<file path="src/rtl/fp_mac_pkg.sv">
// Shared MAC floating-point definitions: field widths, packed-float layout and
// special-value constants used by the adder back end.
package fp_mac_pkg;

   localparam int unsigned EXP_W    = 8;
   localparam int unsigned MANT_W   = 23;
   localparam int unsigned SUM_W    = MANT_W + 2;
   localparam int unsigned EXP_BIAS = 127;

   localparam logic [EXP_W-1:0] EXP_MAX = 8'hFF;

   typedef struct packed {
      logic              sign;
      logic [EXP_W-1:0]  exp;
      logic [MANT_W-1:0] frac;
   } fp_t;

   localparam fp_t FP_POS_ZERO = '0;

   // Infinity with the given sign.
   function automatic fp_t fp_inf(input logic sign);
      fp_t r;
      r.sign = sign;
      r.exp  = EXP_MAX;
      r.frac = '0;
      return r;
   endfunction

   // Zero keeping the given sign (used for flushed underflow).
   function automatic fp_t fp_signed_zero(input logic sign);
      fp_t r;
      r.sign = sign;
      r.exp  = '0;
      r.frac = '0;
      return r;
   endfunction

endpackage

</file>
<file path="src/rtl/lzc25.sv">
// Combinational leading-zero counter over a 25-bit word. The count saturates
// at 24, so an all-zero input reports 24.
module lzc25 (
   input  logic [24:0] data,
   output logic [4:0]  count
);

   // Scan upward so the highest set bit is the last one to write the count.
   always_comb begin
      count = 5'd24;
      for (int i = 0; i < 25; i++) begin
         if (data[i]) begin
            count = 5'(24 - i);
         end
      end
   end

endmodule

</file>
<file path="src/rtl/step3_normalize_pack.sv">
// Normalize-and-pack back end of the MAC adder path. Stage 1 classifies the raw
// aligned sum (sign, carry, zero, inf, leading-zero count); stage 2 normalizes,
// adjusts the exponent, saturates overflow, flushes underflow and packs an
// IEEE-754 single. Valid/ready handshake with full-throughput backpressure.
// Optional: define STATUS_FLAGS_EN to add out_flags = {overflow, underflow, zero}.
module step3_normalize_pack
   import fp_mac_pkg::*;
(
   input  logic              clock,
   input  logic              resetn,
   input  logic              in_valid,
   output logic              in_ready,
   input  logic              in_sign_in1,
   input  logic              in_sign_in2,
   input  logic [EXP_W-1:0]  in_current_ex,
   input  logic [SUM_W-1:0]  in_mant_sum,
   input  logic              in_sum_neg,
   output logic              out_valid,
   input  logic              out_ready,
   output logic [31:0]       out_result
`ifdef STATUS_FLAGS_EN
   ,
   output logic [2:0]        out_flags
`endif
);

   // Stage-1 registers
   logic              s1_valid;
   logic              s1_sign;
   logic              s1_carry;
   logic              s1_zero;
   logic              s1_inf;
   logic [4:0]        s1_lz;
   logic [EXP_W-1:0]  s1_exp;
   logic [MANT_W:0]   s1_sum;

   // Stage-2 registers
   logic              s2_valid;
   fp_t               s2_result;

   logic              s1_adv;
   logic              s2_adv;
   logic [4:0]        lz_in;

   logic [8:0]        exp_inc;
   logic signed [8:0] exp_norm;
   logic [MANT_W-1:0] frac_norm;
   fp_t               res_d;

   assign s2_adv     = !s2_valid || out_ready;
   assign s1_adv     = !s1_valid || s2_adv;
   assign in_ready   = s1_adv;
   assign out_valid  = s2_valid;
   assign out_result = s2_result;

   // Carry bit is excluded; a zero low field pads to 25 bits and reports 24.
   lzc25 u_lzc (
      .data  ({in_mant_sum[MANT_W:0], 1'b0}),
      .count (lz_in)
   );

   // Stage 1: capture classification of the incoming sum.
   always_ff @(posedge clock or negedge resetn) begin
      if (!resetn) begin
         s1_valid <= 1'b0;
         s1_sign  <= 1'b0;
         s1_carry <= 1'b0;
         s1_zero  <= 1'b0;
         s1_inf   <= 1'b0;
         s1_lz    <= '0;
         s1_exp   <= '0;
         s1_sum   <= '0;
      end else if (s1_adv) begin
         s1_valid <= in_valid;
         if (in_valid) begin
            s1_sign  <= in_sum_neg ? in_sign_in2 : in_sign_in1;
            s1_carry <= in_mant_sum[SUM_W-1];
            s1_zero  <= (in_mant_sum == '0);
            s1_inf   <= (in_current_ex == EXP_MAX);
            s1_lz    <= lz_in;
            s1_exp   <= in_current_ex;
            s1_sum   <= in_mant_sum[MANT_W:0];
         end
      end
   end

   // Stage-2 datapath: exponent adjust and result selection by priority.
   always_comb begin
      exp_inc   = {1'b0, s1_exp} + 9'd1;
      exp_norm  = $signed({1'b0, s1_exp}) - $signed({4'b0000, s1_lz});
      // Low bits of a left shift depend only on low bits of the operand.
      frac_norm = s1_sum[MANT_W-1:0] << s1_lz;
      res_d     = FP_POS_ZERO;
      if (s1_inf) begin
         res_d = fp_inf(s1_sign);
      end else if (s1_zero) begin
         res_d = FP_POS_ZERO;
      end else if (s1_carry) begin
         if (exp_inc >= 9'd255) begin
            res_d = fp_inf(s1_sign);
         end else begin
            res_d.sign = s1_sign;
            res_d.exp  = exp_inc[EXP_W-1:0];
            res_d.frac = s1_sum[MANT_W:1];
         end
      end else if (exp_norm <= 9'sd0) begin
         res_d = fp_signed_zero(s1_sign);
      end else begin
         res_d.sign = s1_sign;
         res_d.exp  = exp_norm[EXP_W-1:0];
         res_d.frac = frac_norm;
      end
   end

   // Stage 2: register the packed result; held while downstream stalls.
   always_ff @(posedge clock or negedge resetn) begin
      if (!resetn) begin
         s2_valid  <= 1'b0;
         s2_result <= FP_POS_ZERO;
      end else if (s2_adv) begin
         s2_valid <= s1_valid;
         if (s1_valid) begin
            s2_result <= res_d;
         end
      end
   end

`ifdef STATUS_FLAGS_EN
   logic [2:0] flags_d;
   logic [2:0] flags_q;

   // Status flags follow the same priority as the result selection.
   always_comb begin
      flags_d = 3'b000;
      if (s1_inf) begin
         flags_d = 3'b000;
      end else if (s1_zero) begin
         flags_d = 3'b001;
      end else if (s1_carry) begin
         flags_d = (exp_inc >= 9'd255) ? 3'b100 : 3'b000;
      end else if (exp_norm <= 9'sd0) begin
         flags_d = 3'b010;
      end
   end

   // Flags register moves in lockstep with the result register.
   always_ff @(posedge clock or negedge resetn) begin
      if (!resetn) begin
         flags_q <= 3'b000;
      end else if (s2_adv && s1_valid) begin
         flags_q <= flags_d;
      end
   end

   assign out_flags = flags_q;
`endif

endmodule

</file>
<file path="config.mk">
export PLATFORM = sky130hd
export DESIGN_NAME = step3_normalize_pack
export DESIGN_NICKNAME = d
export VERILOG_FILES = /design/src/rtl/fp_mac_pkg.sv /design/src/rtl/lzc25.sv /design/src/rtl/step3_normalize_pack.sv
export SDC_FILE = /design/constraint.sdc
export NUM_CORES = 1
export LEC_CHECK = 0
export ABC_AREA = 0
export BUFFER_PORTS_ARGS = -buffer_cell sky130_fd_sc_hd__buf_2
export CORE_MARGIN = 2
export CORE_UTILIZATION = 48
export DETAILED_ROUTE_END_ITERATION = 7
export HOLD_SLACK_MARGIN = 0.05
export PLACE_DENSITY = 0.69
export SYNTH_ARGS = -nofsm -noshare
export SYNTH_HDL_FRONTEND = slang
export SYNTH_SLANG_ARGS = --single-unit
</file>
<file path="constraint.sdc">
create_clock -name clock -period 3.8 [get_ports clock]
set_input_delay 0.76 -clock clock [delete_from_list [all_inputs] [get_ports clock]]
set_output_delay 0.76 -clock clock [all_outputs]
set_load 0.1 [all_outputs]
</file>
# --- Word-level counts from Yosys, hierarchy flattened ---
# Index checks and enable logic that the tools add are counted.
classes:
  n_mux: 30
  n_reduce_logical: 7
  n_shift: 1
  add_sub_neg: 2
  magnitude_cmp: 2
  eq_ne: 1
op_table:
  columns: ["operator", "count"]
  rows:
  - ["$mux 31", 3]
  - ["$mux 5", 16]
  - ["$mux 32", 2]
  - ["$mux 4", 8]
  - ["$logic_not 25->1", 1]
  - ["$shl 23x5->23", 1]
  - ["$add 8x1->9 const B", 1]
  - ["$ge 9x8->1 const B", 1]
  - ["$le 9x1->1 const B", 1]
  - ["$sub 8x5->9", 1]
  - ["$eq 8x8->1 const B", 1]
  - ["$reduce_and 2->1", 2]
  - ["$logic_not 1->1", 2]
  - ["$logic_or 1x1->1", 2]
  - ["$mux 1", 1]
totals:
  input_bits: 40
  output_inout_bits: 34
  register_bits: 75
  elab_cells: 55

# --- Depth between registers and ports, before layout ---
depth:
  word_depth: 24
  ltp_mapped: 11
  depth_no_buf: 10

# --- By module ---
# Synthesis repeated with hierarchy kept, for this count alone.
unflattened:
  cells_unflattened: 530
  hier_area_um2: 5139.9
modules_own_cells:
  columns: ["mod", "seq_area_each_um2", "cells_each", "n_inst", "area_per_inst_um2"]
  rows:
  - ["step3_normalize_pack", 1876.8, 482, 1, 4874.7]
  - ["lzc25", 0.0, 48, 1, 265.3]

# --- Worst setup path before layout ---
# OpenSTA, ideal clock, no wires.
synth_path:
  path_kind: "flip-flop to flip-flop"
  start: "reg s2_valid (netlist: out_valid)"
  end: "reg s1_sum[0]"
  setup_ps: 125
  n_path_buf: 1
  path_slack_ps: 749
  arrival_ps: 2926
  path_stages_with_launch: 6
  path_cell_list: "dfrtp_1 -> nor2b_1 -> nand2_1 -> nand2_1 -> buf_1 -> mux2_2"
synth_via:
  elab_chain_cells: 4
synth_rtl:
  columns: ["element", "line", "rtl"]
  rows:
  - ["from (decl)", "step3_normalize_pack.sv:38", "logic s2_valid;"]
  - ["from (signal assigned)", "step3_normalize_pack.sv:121", "s2_valid <= s1_valid;"]
  - ["$logic_not 1->1", "step3_normalize_pack.sv:50", "assign s2_adv = !s2_valid || out_ready;"]
  - ["$logic_or 1x1->1", "step3_normalize_pack.sv:50", null]
  - ["$logic_or 1x1->1", "step3_normalize_pack.sv:51", "assign s1_adv = !s1_valid || s2_adv;"]
  - ["via in_ready", "step3_normalize_pack.sv:12", "output logic in_ready,"]
  - ["$reduce_and 2->1 (no source line)", null, null]
  - ["to (signal assigned)", "step3_normalize_pack.sv:82", "s1_sum <= in_mant_sum[MANT_W:0];"]
  - ["to (decl)", "step3_normalize_pack.sv:35", "logic [MANT_W:0] s1_sum;"]
# The timed path passes the listed nets, and every way through them passes these cells.
# A chain may end at the register's enable or synchronous reset.

# --- Worst setup path in the final report ---
layout_path:
  start: "reg s1_exp[0]"
  end: "reg s2_result (netlist bit out_result[15])"
layout_via:
  elab_chain_cells: 6
  word_cells_on_any_way: 9
  cone_classes: "2 x add/sub; 2 x order compare; 5 x mux"
layout_rtl:
  columns: ["element", "line", "rtl"]
  rows:
  - ["from (decl)", "step3_normalize_pack.sv:34", "logic [EXP_W-1:0] s1_exp;"]
  - ["from (signal assigned)", "step3_normalize_pack.sv:81", "s1_exp <= in_current_ex;"]
  - ["$sub 8x5->9 or $add 8x1->9 (tied branches)", "step3_normalize_pack.sv:90, step3_normalize_pack.sv:89", null]
  - ["$le 9x1->1 or $ge 9x8->1 (tied branches)", "step3_normalize_pack.sv:106, step3_normalize_pack.sv:99", null]
  - ["$mux 31 (on tied branches)", "step3_normalize_pack.sv:106, step3_normalize_pack.sv:99", null]
  - ["$mux 31 (*)", "step3_normalize_pack.sv:98", "end else if (s1_carry) begin"]
  - ["$mux 32 (*)", "step3_normalize_pack.sv:96", "end else if (s1_zero) begin"]
  - ["$mux 32 (*)", "step3_normalize_pack.sv:94", "if (s1_inf) begin"]
  - ["to (signal assigned)", "step3_normalize_pack.sv:123", "s2_result <= res_d;"]
  - ["to (decl)", "step3_normalize_pack.sv:39", "fp_t s2_result;"]
# Mark *: on every way between the ends. The rest lies on a longest branch, timed or not.

==> flow_summary.yaml <==
yosys:
  synthTopCellsByArea: "dfrtp_1 39%, mux2_2 8.8%, nand2_1 5.3%"
  synth_top_area_share_pct: 38.65
  ys.warnings.count: 0
  synthDistinctLibCells: 64
  synthCells: 533
  synth.most_common_cell: "dfrtp_1"
  yosys-top-cells-count: "75 x dfrtp_1, 68 x nand2_1, 38 x mux2_2"
  async_reset_ff_share_pct: 100.0
  synth_area_um2: 4856
  syn-mean-instance-area_um2: 9.111
  synth_largest_area_cell: "dfrtp_1"
  syn_nets: 581
  seq_area_frac_synth_pct: 38.65
  synth_seq_cells: 75
  synth_edf_count: 0
  synthFlopType: "dfrtp_1"
clock_network:
  post_cts_buffers: 0
  cts_buffers: 9
  cts-htree-levels: 3
  cts_tree: "done"
  cts.sinks: 75
  root_buffer: "clkbuf_8"
  cts_resized: 0
  cts_hold_buf: 0
  cts_buffer_depth: 2
  clkTransAtPathRegs_ps: 80
  worstSkewPairLatency_ps: 360
timing:
  min_period_ps: 3231
  finalHoldViolCount: 0
  maxSlewViolCount: 0
  holdWs_ps: 314.8
  setup_tns_ps: 0
  fin_crit_sh_pct: 85.02
  worst_pin_slew_ps: 997.5
  clock-skew-final_ps: 6.624
  relSlewSlack_pct: 33.34
  max_freq_ghz: 0.3095
  finalSetupViolCount: 0
  rsz0062_at_grt: "false"
route:
  viasPerCell: 6.240
  ant_nets: 0
  drc: 0
  drtPass1Iterations: 5
  drt_iter0_drc: 467
  post_drt_wl_per_cell_um: 19.20
  drt_wl_total_um: 13990
  via_count: 4549
place:
  io_buffer_count: 73
  gp_congestion: 0.9760
  dp_hpwl_um: 10510
critical_path:
  cp_max_fo: 23
  path_buf_inv: 2
  path_class: "reg -> reg"
  arrival_ps: 3450
  endpoint_kind: "register"
  path_delay_family: "compound AO/OA/AOI/OAI gates"
  rr_worst_depth: 10
  crit_chain: "inv_1 > ha_1 > inv_1 > fa_1 > a211o_1 > o21ai_2 > xnor2_1 > or4_4 > o21ai_4 > o31ai_1"
  worstSetupStartpointType: "register"
  cp_slowest_cell: "or4_4"
  slowest_delay_ps: 550
  cp_common_cell: "inv_1"
  crit_cells: 10
  cp_data_required_time_ps: 4020
power_and_ir_drop:
  leakagePower_nw: 2.351
  ir_worst_vdd_mv: 0.3616
  power.share.sequential_pct: 31.2
  clkPwrFrac_pct: 17.8
  p_switching_mw: 1.921
  swShare_pct: 52.08
  power_frac_comb_pct: 50.9
  p_int_mw: 1.768
  power_density_nw_per_um2: 669.6
global_route:
  grt_pass1_vias: 4171
  gr-total-overflow: 0
  grt_pass1_wl_um: 22810
  antenna_found_initial: 0
  grt_max_degree: 59
  grt_usage_pct: 26.25
status:
  status: "finished, final reports clean"
layout:
  drive_above_1_share_pct: 24.16
  nets: 639
  synthToLayoutAreaGrowth_pct: 13.45
  antennaDiodeCount: 0
  fillers: 937
floorplan:
  core.rowCount: 36
  start_util_pct: 49.45
  die_w_um: 104.6
  core-area_um2: 9819
  die_area_um2: 10940
  die_h_um: 104.6
  io_pins: 74
run:
  drv_cap: 0
worst_hold_path:
  hp-class: "in -> async"
-- worst register-to-register path: stages (launching register included) --
cell	delay [ps]
dfrtp_1	460
inv_1	180
ha_1	200
inv_1	70
fa_1	410
a211o_1	330
o21ai_2	80
xnor2_1	100
or4_4	550
o21ai_4	540
o31ai_1	180
-- layer usage --
layer  vias to the layer above  wire, um  part of all wire, %  global-route usage (%)
li1                       2129         -                    -                       -
met1                      2224      6740                   48                   41.08
met2                       182      5958                   43                   36.60
met3                        14      1184                  8.5                   6.613
met4                         0       110                 0.79                   5.333
met5                         -         0                    0                       0
-- area by class of cell --
class | instances | area, um2 | share of cell area (%)
Multi-Input combinational cell | 414 | 2799 | 50.81
Sequential cell | 75 | 1877 | 34.07
Timing Repair Buffer | 79 | 410.4 | 7.449
Tap cell | 133 | 166.4 | 3.021
Clock buffer | 11 | 151.4 | 2.748
Clock inverter | 5 | 60.06 | 1.090
Inverter | 12 | 45.04 | 0.8176
-- kinds of logic after synthesis --
family	synth area share (%)
compound gates	22.80
xor+xnor	1.082
fa+ha+maj	2.216
buf+inv	3.710
flops	38.65
mux	13.76
simple gates	17.78
-- worst paths after layout --
check	slack, ps	startpoint	end
min reg2reg	500	out_result[31]$_DFFE_PN0P_	out_result[31]$_DFFE_PN0P_
max in group asynchronous	2390	resetn	out_result[14]$_DFFE_PN0P_
min	310	resetn	s1_sum[1]$_DFFE_PN0P_
max	570	s1_exp[0]$_DFFE_PN0P_	out_result[15]$_DFFE_PN0P_
max reg2reg	570	s1_exp[0]$_DFFE_PN0P_	out_result[15]$_DFFE_PN0P_
min in group clock	500	out_result[31]$_DFFE_PN0P_	out_result[31]$_DFFE_PN0P_
-- power groups by stage --
stage / Combinational, mW / Clock [mW] / Sequential (mW)
5_1_grt: 1.97 / 0.708 / 1.18
3_5_place_dp: 1.87 / 0 / 1.16
6_report: 1.88 / 0.658 / 1.15
4_1_cts: 1.87 / 0.673 / 1.15
2_1_floorplan: 0.654 / 0 / 1.97
3_3_place_gp: 1.86 / 0 / 1.16
-- cell usage in the layout (no fill, tap or decap), types with 3 or more instances in the layout --
cell type  instances
nor4_1            11
buf_2             73
mux2i_1           15
nand4_1            8
nor3_1             9
xor2_1             3
nand3_1            8
nand2_1           68
inv_1             11
nor2_1            34
ha_1               7
a211oi_1           9
dfrtp_1           75
and2_1             4
o21ai_0           28
o21ai_1           12
mux2_2            38
o22ai_1           12
nand2b_1          10
a31oi_1            6
xnor2_1            3
mux4_2             4
buf_4              6
a22oi_1           24
clkbuf_8          11
o31ai_1           19
or2_2              3
nor2b_1           10
a21oi_1           19
a221oi_1           3
o211ai_1           5
-- sequential cells by signal, indices dropped and copies added, names as in the netlist --
signal and cells:
out_result 32, out_valid 1, s1_carry 1, s1_exp 8, s1_inf 1, s1_lz 5, s1_sign 1, s1_sum 24
s1_valid 1, s1_zero 1
-- metrics by stage --
step                      cell area [um2]  utilization (%)  setup slack (ps)  total power, mW  instances
after global placement               5298            53.95             766.3            3.014        713
after global routing                 5509            56.10             432.3            3.859        729
final                                5509            56.10             569.2            3.689        729
after floorplan                      4856                -             749.3            2.629        533
after CTS                            5509            56.10             603.4            3.690        729
after detailed placement             5298            53.95             605.4            3.027        713
Note: power is estimated with default switching activity, not from simulation.
